### src/rtl/fetch_pkg.sv
// Shared fetch-stage types and the instruction-size decode, also used by the program counter.
// FETCH_SEQ_HALT_EN makes HLT (0xF4) a 1-word opcode and adds the HALT state.
package fetch_pkg;

  localparam int unsigned OpWidth = 8;

  localparam logic [OpWidth-1:0] Op78  = 8'h78;
  localparam logic [OpWidth-1:0] Op80  = 8'h80;
  localparam logic [OpWidth-1:0] Op81  = 8'h81;
  localparam logic [OpWidth-1:0] Op82  = 8'h82;
  localparam logic [OpWidth-1:0] Op83  = 8'h83;
  localparam logic [OpWidth-1:0] Op84  = 8'h84;
  localparam logic [OpWidth-1:0] Op85  = 8'h85;
  localparam logic [OpWidth-1:0] Op86  = 8'h86;
  localparam logic [OpWidth-1:0] Op87  = 8'h87;
  localparam logic [OpWidth-1:0] OpHlt = 8'hF4;

  localparam logic [1:0] SizeOne   = 2'd1;
  localparam logic [1:0] SizeTwo   = 2'd2;
  localparam logic [1:0] SizeThree = 2'd3;

  typedef enum logic [2:0] {
    StFetchOp,
    StFetch1,
    StFetch2,
    StExec,
    StAdvance
`ifdef FETCH_SEQ_HALT_EN
    , StHalt
`endif
  } state_e;

  // Number of program words (opcode plus operands) occupied by an instruction.
  function automatic logic [1:0] instr_size(input logic [OpWidth-1:0] op);
    logic [1:0] size;
    case (op)
      Op83:                                   size = SizeOne;
      Op78, Op80, Op81, Op82, Op84, Op85, Op87: size = SizeTwo;
`ifdef FETCH_SEQ_HALT_EN
      OpHlt:                                  size = SizeOne;
`endif
      default:                                size = SizeThree;
    endcase
    return size;
  endfunction

endpackage

### src/rtl/fetch_sequencer.sv
// Instruction-fetch sequencer: reads opcode plus 0-2 operands, presents them to execute, then
// pulses pc_load. Define FETCH_SEQ_HALT_EN to enable the HLT opcode and the HALT state.
module fetch_sequencer
  import fetch_pkg::*;
#(
  parameter int unsigned ADDR_W = 6,
  parameter int unsigned WORD_W = 8
) (
  input  logic              clock,
  input  logic              reset,
  input  logic [ADDR_W-1:0] pc,
  output logic              pc_load,
  output logic [WORD_W-1:0] opcode,
  output logic              mem_rd_req,
  output logic [ADDR_W-1:0] mem_rd_addr,
  input  logic              mem_rd_ack,
  input  logic [WORD_W-1:0] mem_rd_data,
  output logic [WORD_W-1:0] operand1,
  output logic [WORD_W-1:0] operand2,
  output logic              instr_valid,
  input  logic              exec_done,
  output logic              halted
);

  state_e            state_q, state_d;
  logic [WORD_W-1:0] opcode_q, opcode_d;
  logic [WORD_W-1:0] operand1_q, operand1_d;
  logic [WORD_W-1:0] operand2_q, operand2_d;
  logic              instr_valid_q;
  logic              pc_load_q;

  always_comb begin
    state_d    = state_q;
    opcode_d   = opcode_q;
    operand1_d = operand1_q;
    operand2_d = operand2_q;
    case (state_q)
      StFetchOp: begin
        if (mem_rd_ack) begin
          opcode_d   = mem_rd_data;
          operand1_d = '0;
          operand2_d = '0;
          state_d    = (instr_size(mem_rd_data[OpWidth-1:0]) == SizeOne) ? StExec : StFetch1;
        end
      end
      StFetch1: begin
        if (mem_rd_ack) begin
          operand1_d = mem_rd_data;
          state_d    = (instr_size(opcode_q[OpWidth-1:0]) == SizeTwo) ? StExec : StFetch2;
        end
      end
      StFetch2: begin
        if (mem_rd_ack) begin
          operand2_d = mem_rd_data;
          state_d    = StExec;
        end
      end
      StExec: begin
        if (exec_done) state_d = StAdvance;
      end
      StAdvance: begin
`ifdef FETCH_SEQ_HALT_EN
        state_d = (opcode_q[OpWidth-1:0] == OpHlt) ? StHalt : StFetchOp;
`else
        state_d = StFetchOp;
`endif
      end
`ifdef FETCH_SEQ_HALT_EN
      StHalt: state_d = StHalt;
`endif
      default: state_d = StFetchOp;
    endcase
  end

  always_ff @(posedge clock or posedge reset) begin
    if (reset) begin
      state_q       <= StFetchOp;
      opcode_q      <= '0;
      operand1_q    <= '0;
      operand2_q    <= '0;
      instr_valid_q <= 1'b0;
      pc_load_q     <= 1'b0;
    end else begin
      state_q       <= state_d;
      opcode_q      <= opcode_d;
      operand1_q    <= operand1_d;
      operand2_q    <= operand2_d;
      instr_valid_q <= (state_d == StExec);
      pc_load_q     <= (state_d == StAdvance);
    end
  end

`ifdef FETCH_SEQ_HALT_EN
  logic halted_q;

  always_ff @(posedge clock or posedge reset) begin
    if (reset) halted_q <= 1'b0;
    else       halted_q <= (state_d == StHalt);
  end

  assign halted = halted_q;
`else
  assign halted = 1'b0;
`endif

  // Gated by reset so an in-flight read is dropped without waiting for a clock edge.
  always_comb begin
    mem_rd_req  = 1'b0;
    mem_rd_addr = '0;
    if (!reset) begin
      case (state_q)
        StFetchOp: begin
          mem_rd_req  = 1'b1;
          mem_rd_addr = pc;
        end
        StFetch1: begin
          mem_rd_req  = 1'b1;
          mem_rd_addr = pc + ADDR_W'(1);
        end
        StFetch2: begin
          mem_rd_req  = 1'b1;
          mem_rd_addr = pc + ADDR_W'(2);
        end
        default: ;
      endcase
    end
  end

  assign opcode      = opcode_q;
  assign operand1    = operand1_q;
  assign operand2    = operand2_q;
  assign instr_valid = instr_valid_q;
  assign pc_load     = pc_load_q;

endmodule

### config.mk
export PLATFORM = sky130hd
export DESIGN_NAME = fetch_sequencer
export DESIGN_NICKNAME = d
export VERILOG_FILES = /design/src/rtl/fetch_pkg.sv /design/src/rtl/fetch_sequencer.sv
export SDC_FILE = /design/constraint.sdc
export NUM_CORES = 1
export LEC_CHECK = 0
export ABC_AREA = 0
export CAP_MARGIN = 10
export CORE_ASPECT_RATIO = 1.4
export CORE_MARGIN = 2
export CORE_UTILIZATION = 48
export DETAILED_ROUTE_END_ITERATION = 7
export GPL_TIMING_DRIVEN = 0
export PLACE_DENSITY = 0.84
export SLEW_MARGIN = 15
export SYNTH_ARGS = -nofsm -noshare
export SYNTH_HDL_FRONTEND = slang
export SYNTH_SLANG_ARGS = --single-unit
### constraint.sdc
create_clock -name clock -period 4.6 [get_ports clock]
set_input_delay 1.38 -clock clock [delete_from_list [all_inputs] [get_ports clock]]
set_output_delay 1.38 -clock clock [all_outputs]
set_load 0.01 [all_outputs]
==> impl_metrics.ini, run 1 <==
[floorplanning]
rows = 24
io_pins = 52
fp.dieH_um = 70.8
die-area_um2 = 3660
core_area_um2 = 3090
die_w_um = 51.7
start_util_pct = 49.4

[global_routing]
grt_usage_pct = 23.2
grt_pass1_vias = 1407
grt_antenna_before_repair = 0
grt.overflow.total = 0
grt_first_pass_wirelength_um = 6320
grt_max_degree = 30

[layout]
antenna_cells = 0
nNetsFinal = 238
drive_above_1_share_pct = 13.2
area_delta_synth_final_pct = 41.9

[setup_path]
r2r_end = opcode[5]$_DFFE_PP0P_
r2r_slack_ns = 3.00
worst-setup-path-type = in -> out
cp-end-kind = output pin
path_max_fanout = 4
ff2ff_path_depth = 3
cp_data_arrival_time_ns = 3.17
startpoint_type = input pin
reg2reg_from = state_q[2]$_DFF_PP0_
critPathRequiredTime_ns = 3.22

[timing]
fin_setup_tns_ns = 0
max_slew_margin_pct = 33.3
worstMarginPinSlew_ns = 0.995
clock_skew_ns = 0.00832
fmax_ghz = 0.220
finalCritPeriodShare_pct = 98.8
setup_violations = 0
fin_crit_ns = 4.55
drv_slew = 0
rsz0062_at_grt = false
finalHoldViolCount = 0

[synth]
syn_nets = 182
ys_seq_elements = 29
syn_avg_cell_area_um2 = 9.43
seq_area_frac_synth_pct = 47.5
syn_inst = 162
async_flop_share_pct = 100
synth-edff-count = 0
syn-cell-area_um2 = 1530
synth_top_area_cell = dfrtp_1
synth_top_area_share_pct = 47.5
synth_cell_types = 43
synth_ff_type = dfrtp_1
yosys_warnings = 0
synth.area.top_cells = dfrtp_1, nand2_1, o21ai_0

[cts]
cts_sinks = 29
clk_path_buf_depth = 2
clk_pin_slew_ns = 0.06
root_buffer = clkbuf_8
cts_made_buffers = 5
clk_latency_ns = 0.28
cts_tree = yes
htree_levels = 2
post_cts_buffers = 0

[drt]
drc = 0
wl_per_cell_um = 15.3
drtIter0Drc = 33
via_count = 1419
avgViaCountPerCell = 5.50
ant_nets = 0
dr.pass1.iters = 4
drt-total-wl_um = 3940

[run_status]
outcome = finished, final reports clean

[pwr]
finalPower_mw = 1.33
power.density_nw_per_um2 = 615
ir_drop_v = 0.000328
p_leak_nw = 0.938

[worst_hold_path]
hold-path-endpoint = operand2[7]$_DFFE_PP0P_
hold_class = reg -> reg
worstHoldStart = operand2[7]$_DFFE_PP0P_
holdPathStages = 2

[placement]
portBuffers = 49
detailed_place_hpwl_um = 3060
gp_congestion = 0.788

[run]
drv_cap = 0
Yosys cell counts, drive strengths merged (2+ instances only):
| cell type | count |
|---|---|
| a31oi | 2 |
| clkbuf | 4 |
| dfrtp | 29 |
| nor2 | 7 |
| a21boi | 2 |
| nand3 | 3 |
| and2 | 3 |
| nand2 | 36 |
| or3b | 2 |
| nor2b | 3 |
| a21oi | 3 |
| nor3 | 2 |
| buf | 9 |
| mux2 | 8 |
| ha | 2 |
| o21ai | 22 |
| a211oi | 2 |
| o22ai | 2 |
| mux2i | 2 |
through the flow:
stage                     hold slack (ns)  area [µm²]  instances  utilization [%]  setup slack [ns]
after floorplan                     0.510        1530        162                -             0.987
after CTS                           0.484        2170        258             70.0           0.00589
after global placement              0.462        2070        250             66.8           -0.0568
after global routing                0.508        2170        258             70.1            0.0251
final                               0.482        2170        258             70.1            0.0538
after detailed placement            0.470        2070        250             66.8            -0.174
where the power goes:
group / total (mW) / switching (mW) / leakage (nW) / internal, mW
Clock: 0.228 / 0.0930 / 0.0542 / 0.135
Combinational: 0.675 / 0.316 / 0.510 / 0.358
Sequential: 0.432 / 0.0719 / 0.373 / 0.360
Total: 1.33 / 0.481 / 0.938 / 0.853
cell usage in the layout, fill, tap and decap left out, drive strengths merged, types with 2 or more instances in the layout:
| cell type | instances |
|---|---|
| clkdlybuf4s50 | 44 |
| nand2 | 36 |
| dfrtp | 29 |
| o21ai | 22 |
| clkbuf | 11 |
| buf | 9 |
| mux2 | 8 |
| nor2 | 7 |
| dlygate4sd2 | 4 |
| nor2b | 3 |
| nand3 | 3 |
| and2 | 3 |
| a21oi | 3 |
| or3b | 2 |
| a31oi | 2 |
| a211oi | 2 |
| mux2i | 2 |
| o22ai | 2 |
| nor3 | 2 |
| clkinv | 2 |
| a21boi | 2 |
| ha | 2 |
registers in the layout, summed over array words and instances (netlist names):
register,cells
opcode,8
state_q,3
pc_load,1
operand1,8
operand2,8
instr_valid,1
critical path, cell delays in order:
cell and delay, ns:
clkdlybuf4s50_1 0.56, ha_1 0.24, mux2i_1 0.22, o22ai_1 0.10, and2_1 0.17, clkdlybuf4s50_1 0.49
final cells by class:
type	instances	area (µm²)
plain buffers	13	85.1
clock buffers	7	96.3
clock inverters	1	5.00
fillers	239	925
inverters	1	3.75
multi-input cells	119	716
flip-flops and latches	29	726
well taps	39	48.8
repair buffers	49	488
kinds of logic (layout without fill, tap and decap cells):
logic type / count (synthesis) / after routing / synth area share, %
muxes: 10 / 10 / 7.21
and+or+nand+nor: 64 / 64 / 20.6
other: 1 / 1 / 0.245
adders and majority gates: 2 / 2 / 1.64
xor gates and xnor gates: 2 / 2 / 1.15
AOI/OAI and AO/OA: 40 / 40 / 15.8
DFF: 29 / 29 / 47.5
buffers and inverters: 14 / 71 / 5.81
worst max-delay path by stage:
stage                     startpoint             end  slack [ns]  cells past startpoint
after CTS                      pc[1]  mem_rd_addr[3]       0.006                      6
after global routing           pc[1]  mem_rd_addr[2]        0.03                      6
after global placement         pc[2]  mem_rd_addr[5]       -0.06                      7
final                          pc[1]  mem_rd_addr[2]        0.05                      6
after floorplan                pc[1]  mem_rd_addr[5]        0.99                      5
after detailed placement       pc[2]  mem_rd_addr[5]       -0.17                      7
repair_timing:
item                       in CTS  in global routing
resized for setup               5                  1
setup endpoints to repair       3                  1
hold buffers                    0                  0
per-layer routing:
| metal | track usage (%) | routed length [µm] |
|---|---|---|
| met1 | 23.8 | 1470 |
| met2 | 42.6 | 2150 |
| met3 | 5.91 | 219 |
| met4 | 10.5 | 94 |
| met5 | 0 | 0 |
Note: power is estimated with default switching activity, not from simulation.
==> run 2, diff against run 1 <==
--- a/config.mk
+++ b/config.mk
@@ -13,6 +13,8 @@
 export DETAILED_ROUTE_END_ITERATION = 7
 export GPL_TIMING_DRIVEN = 0
 export PLACE_DENSITY = 0.84
+export SETUP_SLACK_MARGIN = 0.2
+export SKIP_CTS_REPAIR_TIMING = 1
 export SLEW_MARGIN = 15
 export SYNTH_ARGS = -nofsm -noshare
 export SYNTH_HDL_FRONTEND = slang
==> constraint.sdc (replaced) <==
create_clock -name clock -period 5.4 [get_ports clock]
set_input_delay 1.62 -clock clock [delete_from_list [all_inputs] [get_ports clock]]
set_output_delay 1.62 -clock clock [all_outputs]
set_load 0.01 [all_outputs]
==> impl_metrics.ini, run 2 (synthesized netlist as in run 1, its figures left out) <==
[run_status]
outcome = finished, final reports clean

[pwr]
ir_drop_v = 0.000279
power.density_nw_per_um2 = 522
p_leak_nw = 0.961

[setup_path]
r2r_end = opcode[5]$_DFFE_PP0P_
ff2ff_path_depth = 3
max_stage_delay_ns = 0.59
startpoint_type = input pin
cp_common_cell = clkdlybuf4s50_1
cp_data_arrival_time_ns = 3.47
path_max_fanout = 4
critPathRequiredTime_ns = 3.78
r2r_slack_ns = 3.80
cp-end-kind = output pin
reg2reg_from = state_q[2]$_DFF_PP0_
crit_chain = clkdlybuf4s50_1 -> ha_2 -> o21a_1 -> o21ai_0 -> a221oi_1 -> clkdlybuf4s50_1
slowest_stage = clkdlybuf4s50_1
worst-setup-path-type = in -> out

[timing]
clock_skew_ns = 0.00877
setup_violations = 0
finalHoldViolCount = 0
finalCritPeriodShare_pct = 94.2
max_slew_margin_pct = 33.3
drv_slew = 0
fmax_ghz = 0.197
rsz0062_at_grt = false
fin_setup_tns_ns = 0
holdWs_ns = 0.482
fin_crit_ns = 5.09
worstMarginPinSlew_ns = 0.995

[floorplanning]
core_area_um2 = 3090
io_pins = 52
fp.dieH_um = 70.8
rows = 24
die_w_um = 51.7
start_util_pct = 49.4
die-area_um2 = 3660

[layout]
final_cell_mix = clkdlybuf4s50_1, nand2_1, dfrtp_1
antenna_cells = 0
final_area_um2 = 2180
area_delta_synth_final_pct = 42.8
nNetsFinal = 238
drive_above_1_share_pct = 13.2
mostFrequentLayoutCell = clkdlybuf4s50_1

[drt]
drtIter0Drc = 21
wl_per_cell_um = 15.3
drc = 0
drt-total-wl_um = 3940
dr.pass1.iters = 4
avgViaCountPerCell = 5.48
via_count = 1415
ant_nets = 0

[worst_hold_path]
holdPathStages = 2
hold-path-endpoint = operand2[7]$_DFFE_PP0P_
worstHoldStart = operand2[7]$_DFFE_PP0P_
hold_class = reg -> reg

[placement]
gp_congestion = 0.788
detailed_place_hpwl_um = 3060
place_area_um2 = 2070
portBuffers = 49

[cts]
clk_pin_slew_ns = 0.06
cts_tree = yes
root_buffer = clkbuf_8
cts_sinks = 29
htree_levels = 2
cts_made_buffers = 5
clk_path_buf_depth = 2
clk_latency_ns = 0.28

[global_routing]
grt.overflow.total = 0
grt_antenna_before_repair = 0
grt_usage_pct = 23.1
grt_pass1_vias = 1407
grt_max_degree = 30
grt_first_pass_wirelength_um = 6310

[run]
drv_cap = 0
==> run 2: power by group <==
group | switching (mW) | internal, mW | leakage [nW]
logic | 0.268 | 0.308 | 0.534
registers | 0.0613 | 0.307 | 0.373
clock network | 0.0791 | 0.115 | 0.0542
total | 0.409 | 0.729 | 0.961
==> run 2: how the worst max path moves through the flow <==
stage / slack (ns) / cells after the start / to / startpoint
after floorplan: 1.31 / 5 / mem_rd_addr[5] / pc[1]
after global placement: 0.26 / 7 / mem_rd_addr[5] / pc[2]
after detailed placement: 0.15 / 7 / mem_rd_addr[5] / pc[2]
after CTS: 0.13 / 7 / mem_rd_addr[5] / pc[2]
after global routing: 0.24 / 6 / mem_rd_addr[3] / pc[1]
final: 0.31 / 6 / mem_rd_addr[3] / pc[1]
==> run 2: cell type report <==
class / instances / area, µm²
Sequential cell: 29 / 726
Buffer: 13 / 85.1
Timing Repair Buffer: 49 / 500
Inverter: 1 / 3.75
Fill cell: 229 / 912
Clock buffer: 7 / 96.3
Multi-Input combinational cell: 119 / 716
Clock inverter: 1 / 5.00
Tap cell: 39 / 48.8
==> run 2: metrics by stage <==
step           utilization, %  std cells  power [mW]  setup slack [ns]
6_report                 70.5        258        1.14             0.315
5_1_grt                  70.5        258        1.21             0.241
4_1_cts                  70.1        258        1.15             0.131
3_5_place_dp             66.8        250       0.949             0.146
3_3_place_gp             66.8        250       0.921             0.263
2_1_floorplan               -        162       0.674              1.31
==> run 2: critical path: cells and delay by family <==
family	cells	cell delay, ns
buffers and inverters	2	1.14
AO/OA/AOI/OAI	3	0.45
adder cells (fa/ha/maj)	1	0.25
==> run 2: routing by layer <==
layer | GRT usage [%] | up-vias | share of wire, %
met5 | 0 | - | 0
met3 | 5.91 | 10 | 6.4
li1 | - | 678 | -
met4 | 10.5 | 0 | 2.3
met1 | 23.6 | 673 | 36
met2 | 42.6 | 54 | 55
==> run 3, diff against run 2 <==
--- a/config.mk
+++ b/config.mk
@@ -11,11 +11,11 @@
 export CORE_MARGIN = 2
 export CORE_UTILIZATION = 48
 export DETAILED_ROUTE_END_ITERATION = 7
+export GPL_ROUTABILITY_DRIVEN = 0
 export GPL_TIMING_DRIVEN = 0
 export PLACE_DENSITY = 0.84
 export SETUP_SLACK_MARGIN = 0.2
 export SKIP_CTS_REPAIR_TIMING = 1
-export SLEW_MARGIN = 15
 export SYNTH_ARGS = -nofsm -noshare
 export SYNTH_HDL_FRONTEND = slang
 export SYNTH_SLANG_ARGS = --single-unit
==> impl_metrics.ini, run 3 (synthesized netlist as in run 1, its figures left out) <==
[drt]
dr.pass1.iters = 4
ant_nets = 0
drc = 0
drt-total-wl_um = 3930
wl_per_cell_um = 15.2
drtIter0Drc = 21
avgViaCountPerCell = 5.48
via_count = 1413

[layout]
drive_above_1_share_pct = 13.2
final_area_um2 = 2180
final_cell_mix = clkdlybuf4s50_1, nand2_1, dfrtp_1
antenna_cells = 0
area_delta_synth_final_pct = 42.8
nNetsFinal = 238
mostFrequentLayoutCell = clkdlybuf4s50_1
fin_cells = 258
fillers = 229

[timing]
max_slew_margin_pct = 29.5
finalCritPeriodShare_pct = 94.2
fin_setup_tns_ns = 0
rsz0062_at_grt = false
drv_slew = 0
worstMarginPinSlew_ns = 1.06
setup_violations = 0
clock_skew_ns = 0.00857
fmax_ghz = 0.197
fin_crit_ns = 5.08
finalHoldViolCount = 0

[global_routing]
grt_max_degree = 30
grt.overflow.total = 0
grt_antenna_before_repair = 0
grt_first_pass_wirelength_um = 6310
grt_pass1_vias = 1407
grt_usage_pct = 23.1

[pwr]
power.density_nw_per_um2 = 522
ir_drop_v = 0.000279
finalPower_mw = 1.14
p_leak_nw = 0.965

[worst_hold_path]
hold_class = reg -> reg

[floorplanning]
die-area_um2 = 3660
io_pins = 52
rows = 24
core_area_um2 = 3090
die_w_um = 51.7
fp.dieH_um = 70.8
start_util_pct = 49.4

[placement]
place_area_um2 = 2070
dp.cells = 250
portBuffers = 49
detailed_place_hpwl_um = 3060

[cts]
cts_sinks = 29
clk_latency_ns = 0.28
cts_made_buffers = 5
cts_tree = yes
root_buffer = clkbuf_8
clk_path_buf_depth = 2
htree_levels = 2
clk_pin_slew_ns = 0.06

[run_status]
outcome = finished, final reports clean

[setup_path]
worst-setup-path-type = in -> out
startpoint_type = input pin
cp_data_arrival_time_ns = 3.46
cp-end-kind = output pin
path_max_fanout = 4
critPathRequiredTime_ns = 3.78

[run]
drv_cap = 0
-- run 3: cell type report --
cell class,count,area (µm²),area share [%]
plain buffers,13,85.1,3.90
clock buffers,7,96.3,4.42
clock inverters,1,5.00,0.229
inverters,1,3.75,0.172
multi-input cells,119,716,32.8
flip-flops and latches,29,726,33.3
well taps,39,48.8,2.24
repair buffers,49,500,22.9
-- run 3: final timing paths --
check                                              from                      end  slack (ns)  cells after the start
worst max-delay path                              pc[1]           mem_rd_addr[3]        0.32                      6
worst min-delay path            operand2[7]$_DFFE_PP0P_  operand2[7]$_DFFE_PP0P_        0.48                      2
worst max register to register     state_q[2]$_DFF_PP0_    opcode[5]$_DFFE_PP0P_        3.80                      3
worst min register to register  operand2[7]$_DFFE_PP0P_  operand2[7]$_DFFE_PP0P_        0.48                      2
max in group asynchronous                         reset    opcode[5]$_DFFE_PP0P_        2.77                      2
min in group asynchronous                         reset    opcode[0]$_DFFE_PP0P_        1.99                      2
-- run 3: metrics by stage --
| step | worst slack [ns] | utilization, % | hold slack, ns |
|---|---|---|---|
| after floorplan | 1.31 | - | 0.510 |
| after global placement | 0.263 | 66.8 | 0.462 |
| after detailed placement | 0.146 | 66.8 | 0.470 |
| after CTS | 0.131 | 70.1 | 0.484 |
| after global routing | 0.241 | 70.5 | 0.508 |
| final | 0.316 | 70.5 | 0.482 |
-- run 3: power by group --
part	leakage, nW	internal (mW)	switching, mW
logic	0.538	0.308	0.268
registers	0.373	0.307	0.0614
clock network	0.0542	0.115	0.0790
-- run 3: per-layer routing --
layer	wire [µm]	GRT usage (%)
met1	1430	23.6
met2	2160	42.6
met3	246	5.91
met4	92	10.5
met5	0	0
-- run 3: worst max-delay path: stages --
cell and delay [ns]:
clkdlybuf4s50_1 0.55, ha_2 0.25, o21a_1 0.14, o21ai_0 0.07
a221oi_1 0.24, clkdlybuf4s50_1 0.59
